`src/rtl/router_pkg.sv`:
```
// Shared definitions for the mesh router forwarding stages (east and west paths).
// Packets carry a signed horizontal hop offset dx in the top nibble.
package router_pkg;

    localparam int PKT_W  = 16;
    localparam int DX_MSB = 15;
    localparam int DX_LSB = 12;

    typedef logic signed [DX_MSB-DX_LSB:0] dx_t;

    function automatic dx_t get_dx(input logic [PKT_W-1:0] pkt);
        return dx_t'(pkt[DX_MSB:DX_LSB]);
    endfunction

    function automatic logic [PKT_W-1:0] set_dx(input logic [PKT_W-1:0] pkt, input dx_t dx);
        logic [PKT_W-1:0] res;
        res                = pkt;
        res[DX_MSB:DX_LSB] = dx;
        return res;
    endfunction

endpackage

```
`src/rtl/sync_fifo.sv`:
```
// Single-clock FIFO with registered storage and occupancy count.
// Pointers wrap naturally because DEPTH is a power of two.
module sync_fifo #(
    parameter int WIDTH = 16,
    parameter int DEPTH = 4
) (
    input  logic                     clk,
    input  logic                     rst,
    input  logic                     push,
    input  logic                     pop,
    input  logic [WIDTH-1:0]         din,
    output logic [WIDTH-1:0]         dout,
    output logic                     empty,
    output logic                     full,
    output logic [$clog2(DEPTH):0]   count
);

    localparam int AW = $clog2(DEPTH);
    localparam logic [AW:0] FULL_CNT = (AW+1)'(DEPTH);

    logic [WIDTH-1:0] mem [DEPTH];
    logic [AW-1:0]    wr_ptr;
    logic [AW-1:0]    rd_ptr;
    logic             do_push;
    logic             do_pop;

    assign empty   = (count == '0);
    assign full    = (count == FULL_CNT);
    assign do_push = push && !full;
    assign do_pop  = pop && !empty;
    assign dout    = mem[rd_ptr];

    // Storage is cleared on reset so the head reads as zero until the first push.
    always_ff @(posedge clk) begin
        if (rst) begin
            wr_ptr <= '0;
            rd_ptr <= '0;
            count  <= '0;
            for (int i = 0; i < DEPTH; i++) begin
                mem[i] <= '0;
            end
        end else begin
            if (do_push) begin
                mem[wr_ptr] <= din;
                wr_ptr      <= wr_ptr + 1'b1;
            end
            if (do_pop) begin
                rd_ptr <= rd_ptr + 1'b1;
            end
            case ({do_push, do_pop})
                2'b10:   count <= count + 1'b1;
                2'b01:   count <= count - 1'b1;
                default: count <= count;
            endcase
        end
    end

endmodule

```
`src/rtl/forward_east_buf.sv`:
```
// East-bound forwarding stage: positive dx goes east (decremented), zero dx goes to the
// local hand-off register, negative dx is dropped and counted.
module forward_east_buf
    import router_pkg::dx_t;
    import router_pkg::get_dx;
    import router_pkg::set_dx;
#(
    parameter int DEPTH = 4,
    parameter int PKT_W = 16
) (
    input  logic                    clk,
    input  logic                    rst,
    input  logic [PKT_W-1:0]        packet_in,
    input  logic                    valid_in,
    output logic                    ready_in,
    output logic [PKT_W-1:0]        packet_east,
    output logic                    valid_east,
    input  logic                    ready_east,
    output logic [PKT_W-1:0]        packet_local,
    output logic                    valid_local,
    input  logic                    ready_local,
    output logic [$clog2(DEPTH):0]  east_count,
    output logic                    err_dx,
    output logic [7:0]              err_count
);

    dx_t            dx;
    logic           accept;
    logic           dx_pos;
    logic           dx_zero;
    logic           dx_neg;
    logic           fifo_empty;
    logic           fifo_full;
    logic [PKT_W-1:0] east_pkt;

    assign dx      = get_dx(packet_in);
    assign dx_neg  = dx[$bits(dx_t)-1];
    assign dx_zero = (dx == '0);
    assign dx_pos  = !dx_neg && !dx_zero;

    // Input stalls on any full path, independent of dx, so ready never depends on packet_in.
    assign ready_in = !fifo_full && !valid_local;
    assign accept   = valid_in && ready_in;

    // dx >= 1 here, so dx-1 lies in 0..6 and cannot wrap.
    assign east_pkt   = set_dx(packet_in, dx_t'(dx - dx_t'(1)));
    assign valid_east = !fifo_empty;

    sync_fifo #(
        .WIDTH (PKT_W),
        .DEPTH (DEPTH)
    ) u_east_fifo (
        .clk   (clk),
        .rst   (rst),
        .push  (accept && dx_pos),
        .pop   (ready_east),
        .din   (east_pkt),
        .dout  (packet_east),
        .empty (fifo_empty),
        .full  (fifo_full),
        .count (east_count)
    );

    // Load and pop cannot coincide: ready_in is low while the register is occupied.
    always_ff @(posedge clk) begin
        if (rst) begin
            valid_local  <= 1'b0;
            packet_local <= '0;
        end else if (accept && dx_zero) begin
            valid_local  <= 1'b1;
            packet_local <= packet_in;
        end else if (valid_local && ready_local) begin
            valid_local  <= 1'b0;
        end
    end

    always_ff @(posedge clk) begin
        if (rst) begin
            err_dx    <= 1'b0;
            err_count <= '0;
        end else begin
            err_dx <= accept && dx_neg;
            if (accept && dx_neg && (err_count != 8'hFF)) begin
                err_count <= err_count + 8'd1;
            end
        end
    end

endmodule

```
`config.mk`:
```
export PLATFORM = sky130hd
export DESIGN_NAME = forward_east_buf
export DESIGN_NICKNAME = d
export VERILOG_FILES = /design/src/rtl/router_pkg.sv /design/src/rtl/sync_fifo.sv /design/src/rtl/forward_east_buf.sv
export SDC_FILE = /design/constraint.sdc
export NUM_CORES = 1
export LEC_CHECK = 0
export BUFFER_PORTS_ARGS = -buffer_cell sky130_fd_sc_hd__buf_2
export CAP_MARGIN = 20
export CORE_MARGIN = 2
export CORE_UTILIZATION = 25
export CTS_CLUSTER_SIZE = 24
export DETAILED_ROUTE_END_ITERATION = 8
export PLACE_DENSITY = 0.41
export RECOVER_POWER = 50
export SLEW_MARGIN = 20
export SYNTH_ARGS = -nofsm -noshare
export SYNTH_HDL_FRONTEND = slang
export SYNTH_SLANG_ARGS = --single-unit
```
`constraint.sdc`:
```
create_clock -name clk -period 6.09 [get_ports clk]
set_input_delay 0.9135 -clock clk [delete_from_list [all_inputs] [get_ports clk]]
set_output_delay 0.9135 -clock clk [all_outputs]
set_load 0.02 [all_outputs]
```
==> flow_summary.toml, run 1 <==
[pwr]
power.density_mw_per_mm2 = 333
peakVddDrop_v = 0.000132
p_seq_share_pct = 46.9
p_int_w = 0.00121
comb_power_share_pct = 20.0
netSwitchingFraction_pct = 27.9
clkPwrFrac_pct = 33.1
switching_power_w = 0.000467
leakagePower_nw = 1.88

[routing]
remaining_drc_errors = 0
via_per_inst = 4.38
totalWireLength_um = 9790
first_iter_violations = 185
via_count = 2677
routedWlPerCell_um = 16.0
drtAntennaViolNets = 0
drt_pass1_iterations = 4

[finish]
mostFrequentLayoutCell = "edfxtp_1"
drive_above_1_share_pct = 18.4
utilization_pct = 30.3
fin_nets = 411
syn_to_final_growth_pct = 18.7
n_antenna_cell = 0
final_cell_mix = "edfxtp_1, nor2_1, and2_1"

[yosys]
synth-main-ff-cell = "edfxtp_1"
syn-cell-area_mm2 = 0.00424
ys_seq_area_share_pct = 61.9
synth-seq-cells = 99
postSynth.asyncResetShare_pct = 0
yosysWarningCount = 0
synth_area_per_cell_um2 = 13.2
synth_fp_nets = 346
synthDistinctLibCells = 39
syn_inst = 321
synth_edf_count = 64

[place]
numPortBuffers = 67
hpwl_um = 6500
place_congestion = 0.760

[clocking]
clk_pin_slew_worst_paths_ps = 60
postCtsSetupRepairBufs = 0
ctsResizeCount = 0
cts_tree = "built"
clockBufferDepth = 2
clock_sinks = 99
clk_latency_ps = 340
cts_buffers = 9
hold_buffers = 0
cts-htree-levels = 3
cts-root-buf = "clkbuf_16"

[global_route]
grt_pass1_wl_um = 15600
grt_pass1_vias = 2664
grt_overflow = 0
grt_use_total_pct = 11.8
antenna_found_initial = 0
grt_max_degree = 42

[outcome]
violations = "max-capacitance violations, max-slew violations"
status = "finished, violations left"

[worst_setup_path]
cp.buffers_inverters = 2
slowest_stage = "nand2b_1"
ff2ff_path_depth = 5
rr_startpoint = "valid_local$_SDFFE_PP0P_"
start_kind = "input port"
required_ps = 6060
crit_start = "rst"
cp-end-kind = "flop"
crit_cells = 5
crit_path_max_fanout = 41
worstPathCellList = "clkbuf_1 > nor4b_1 > clkbuf_1 > nand3_1 > nand2b_1"
cpPeakStageDelay_ps = 770
cp.arrival_ps = 3890
path_class = "input port to flop"
critPathTopFamily = "simple AND/OR/NAND/NOR gates"
cp_common_cell = "clkbuf_1"

[floorplanning]
die_x_um = 134
initial_utilization_pct = 25.5
rows = 47
die_h_um = 134
dieArea_mm2 = 0.0180
ios = 68
coreArea_mm2 = 0.0166

[sta]
tns_ps = 0
report.final.slew_viol_count = 42
setup-violations-final = 0
skew_ps = 4.78
relSlewSlack_pct = -28.9
min_period_ps = 3920
period_share_pct = 64.4
rsz0062_at_grt = "false"
final_hold_viol_count = 0
fmax_mhz = 255
worstMarginPinSlew_ps = 1930

[worst_hold_path]
min_path_cells = 2
min_from = "packet_local[7]$_SDFFE_PP0P_"
hp-class = "flop to flop"

[job]
cap_violations = 1
-- power groups by stage --
stage	logic, W	clock network (W)	registers [W]
after floorplan	0.000238	0	0.000802
after global placement	0.000350	0	0.000802
after detailed placement	0.000351	0	0.000802
after CTS	0.000352	0.000578	0.000788
after global routing	0.000368	0.000605	0.000792
final	0.000335	0.000555	0.000786
-- metal layers --
| metal | routed length (µm) | up-vias | track usage [%] |
|---|---|---|---|
| li1 | - | 1274 | - |
| met1 | 4720 | 1332 | 16.1 |
| met2 | 4500 | 62 | 17.8 |
| met3 | 470 | 9 | 4.04 |
| met4 | 100 | 0 | 2.98 |
| met5 | 0 | - | 0 |
-- registers in the layout, indices dropped and copies added (netlist names), named ones only --
register            flops
u_east_fifo.count       3
err_dx                  1
valid_local             1
u_east_fifo.mem        64
err_count               8
u_east_fifo.wr_ptr      2
packet_local           16
u_east_fifo.rd_ptr      2
-- cells by family after synthesis --
kind of cell | count (synthesis) | share of synthesized area (%)
compound gates | 22 | 3.07
xor+xnor | 5 | 1.03
fa+ha+maj | 4 | 1.36
buf+inv | 22 | 2.16
flops | 99 | 61.9
mux | 31 | 12.1
simple gates | 138 | 18.4
-- path summary, 6_finish.rpt --
check / end / slack [ps]
worst max-delay path: u_east_fifo.mem[2][5]$_SDFFCE_PN0P_ / 2170
worst min-delay path: packet_local[7]$_SDFFE_PP0P_ / 500
worst max register to register: u_east_fifo.mem[2][5]$_SDFFCE_PN0P_ / 3020
worst min register to register: packet_local[7]$_SDFFE_PP0P_ / 500
-- worst min-delay path, delay by kind of cell (launching register included) --
family,cells,cell delay [ps]
multiplexers,1,70
AND/OR/NAND/NOR,1,70
flip-flops,1,320
-- through the flow --
step / instance area, µm² / hold slack, ps / worst slack, ps / power [W] / instances
floorplan: 4240 / 485 / 3420 / 0.00104 / 321
global placement: 4800 / 472 / 2680 / 0.00115 / 595
detailed placement: 4800 / 483 / 2620 / 0.00115 / 595
CTS: 5090 / 499 / 2990 / 0.00172 / 611
global route: 5030 / 527 / 1910 / 0.00177 / 611
finish: 5030 / 495 / 2170 / 0.00168 / 611
-- synthesized netlist by cell type, drive strengths merged, types with 2 or more instances --
library cell / count / area, µm²
edfxtp: 64 / 1920
and2: 48 / 300
nor2: 41 / 154
dfxtp: 35 / 701
mux4: 16 / 360
mux2i: 14 / 140
a21oi: 11 / 55.1
clkbuf: 10 / 37.5
or3: 10 / 67.6
nand2b: 8 / 50.1
inv: 7 / 26.3
nand2: 7 / 26.3
buf: 5 / 27.5
nand3: 5 / 30.0
nor3: 5 / 35.0
o21ai: 4 / 20.0
o31ai: 4 / 30.0
ha: 3 / 37.5
nor2b: 3 / 18.8
xor2: 3 / 26.3
and3b: 2 / 17.5
nor3b: 2 / 25.0
xnor2: 2 / 17.5
-- area by class of cell --
type / instances / area [µm²]
Inverter: 7 / 26.3
Sequential cell: 99 / 2620
Tap cell: 220 / 275
Clock buffer: 10 / 229
Timing Repair Buffer: 69 / 307
Multi-Input combinational cell: 200 / 1510
Clock inverter: 6 / 56.3
Fill cell: 1714 / 11600
(Power assumes the default switching activity.)
==> run 2: changes to the inputs <==
ABC_AREA = 1   (was unset)
PLACE_DENSITY = 0.42   (was 0.41)
clock period = 3.6 ns   (was 6.09 ns; I/O delays follow)
==> run 2 against run 1 <==
The run now ends clean. Sequential power grew 67%. Combinational power rose by 82%. Clock-buffer cell count grew 1. Clock skew grew 3.5 ps. First-iteration DRC count is 31% higher. Register-to-register slack worse by 2000 ps. Cell area increased by 1.3%.
==> flow_summary.toml, run 2 <==
[finish]
top_register = "u_east_fifo.mem"
mostFrequentLayoutCell = "nor2_1"
top_regs = "u_east_fifo.mem (64), packet_local (16), err_count (8)"
syn_to_final_growth_pct = 17.1
largest_reg_flops = 64
drive_above_1_share_pct = 12.8
ff_latch_area_mm2 = 0.00262
n_antenna_cell = 0
fill_cells = 1879
fin_nets = 553
utilization_pct = 29.6
multi_input_area_mm2 = 0.00144
final_cell_mix = "nor2_1, edfxtp_1, nand2_1"

[yosys]
synth_area_per_cell_um2 = 9.41
ys_seq_area_share_pct = 60.3
synth_common_cells = "nor2_1, edfxtp_1, nand2_1, o21ai_0, inv_1"
yosysTopAreaCellShare_pct = 44.2
syn_inst = 462
synth-main-ff-cell = "edfxtp_1"
yosys-top-cells-area = "edfxtp_1, dfxtp_1, nor2_1, nand2_1, o21ai_0"
synth_edf_count = 64
syn-cell-area_mm2 = 0.00435
synth-seq-cells = 99
synthDistinctLibCells = 30
synth_fp_nets = 487
synth_most_common_cell = "nor2_1"
yosys.area.top_type = "edfxtp_1"
postSynth.asyncResetShare_pct = 0
yosysWarningCount = 0

[routing]
drt_pass1_iterations = 4
via_count = 3354
remaining_drc_errors = 0
via_per_inst = 4.42
drtAntennaViolNets = 0
totalWireLength_um = 11300
first_iter_violations = 243
routedWlPerCell_um = 14.9

[clocking]
postCtsSetupRepairBufs = 0
clk_pin_slew_worst_paths_ps = 70
cts_buffers = 9
hold_buffers = 0
cts-root-buf = "clkbuf_16"
cts-htree-levels = 3
clk_latency_ps = 350
ctsResizeCount = 0
clockBufferDepth = 2
cts_tree = "built"
clock_sinks = 99

[floorplanning]
initial_utilization_pct = 25.3
ios = 68
die_x_um = 136
die_h_um = 136
coreArea_mm2 = 0.0172
rows = 48
dieArea_mm2 = 0.0185

[global_route]
grt_pass1_wl_um = 17900
antenna_found_initial = 0
grt_use_total_pct = 12.9
grt_pass1_vias = 3339
grt_overflow = 0
grt_max_degree = 33

[pwr]
peakVddDrop_v = 0.000215
power.density_mw_per_mm2 = 551
leakagePower_nw = 1.97

[place]
hpwl_um = 7720
place_ws_ps = 866
numPortBuffers = 67
place_congestion = 0.816

[sta]
skew_ps = 8.32
fin_ws_ps = 884
fmax_mhz = 368
report.final.slew_viol_count = 0
setup-violations-final = 0
min_period_ps = 2720
rsz0062_at_grt = "false"
tns_ps = 0
relSlewSlack_pct = 10.9
final_hold_viol_count = 0
worstMarginPinSlew_ps = 1340
period_share_pct = 75.4

[job]
cap_violations = 0

[outcome]
status = "completed"

[worst_setup_path]
path_class = "input port to flop"
cp.arrival_ps = 2950
start_kind = "input port"
required_ps = 3840
crit_path_max_fanout = 29
cp-end-kind = "flop"

[worst_hold_path]
hp-class = "flop to flop"
==> run 2: kinds of logic after synthesis <==
kind of cell             Yosys count  synth area share [%]
buffers and inverters             57                  5.70
XOR/XNOR                           3                 0.604
AND/OR/NAND/NOR                  226                  23.1
flip-flops                        99                  60.3
adder cells (fa/ha/maj)            4                  1.32
AO/OA/AOI/OAI                     73                  8.92
==> run 2: critical path, stage by stage <==
cell and delay (ps):
clkbuf_1 110, inv_1 100, ha_1 150, inv_1 50
or2_0 270, nor3_1 430, clkbuf_1 1030, nand2_1 130
nand2_1 110, nor2_1 40
==> run 2: worst paths after layout <==
| path | start | to | slack, ps | cells past startpoint |
|---|---|---|---|---|
| max reg2reg | u_east_fifo.count[1]$_SDFFE_PP0P_ | packet_local[7]$_SDFFE_PP0P_ | 1070 | 8 |
| max | packet_in[12] | packet_local[7]$_SDFFE_PP0P_ | 880 | 10 |
| min reg2reg | packet_local[14]$_SDFFE_PP0P_ | packet_local[14]$_SDFFE_PP0P_ | 450 | 2 |
| min | packet_local[14]$_SDFFE_PP0P_ | packet_local[14]$_SDFFE_PP0P_ | 450 | 2 |
==> run 2: power breakdown <==
group / internal [W] / leakage (nW) / switching [W]
clock network: 0.000466 / 0.127 / 0.000419
registers: 0.00127 / 0.946 / 0.0000355
logic: 0.000177 / 0.899 / 0.000433
==> run 2: area by class of cell <==
class                           count  area share [%]
Inverter                           37            2.73
Clock inverter                      5           0.590
Multi-Input combinational cell    306            28.2
Clock buffer                       11            4.57
Sequential cell                    99            51.5
Timing Repair Buffer               75            6.88
Tap cell                          225            5.53
==> run 2: metrics by stage <==
step                      cells  total power (W)  instance area (µm²)  hold slack [ps]
after CTS                   758          0.00286                 5180              449
final                       758          0.00280                 5090              452
after detailed placement    742          0.00197                 4920              439
after global placement      742          0.00196                 4920              433
after global routing        758          0.00295                 5090              467
after floorplan             462          0.00174                 4350              436
==> run 2: routing by layer <==
| metal | vias to the layer above | routed length, µm | global-route usage (%) |
|---|---|---|---|
| li1 | 1666 | - | - |
| met1 | 1593 | 5530 | 17.4 |
| met2 | 78 | 4960 | 19.8 |
| met3 | 17 | 575 | 3.06 |
| met4 | 0 | 250 | 5.84 |
| met5 | - | 0 | 0 |
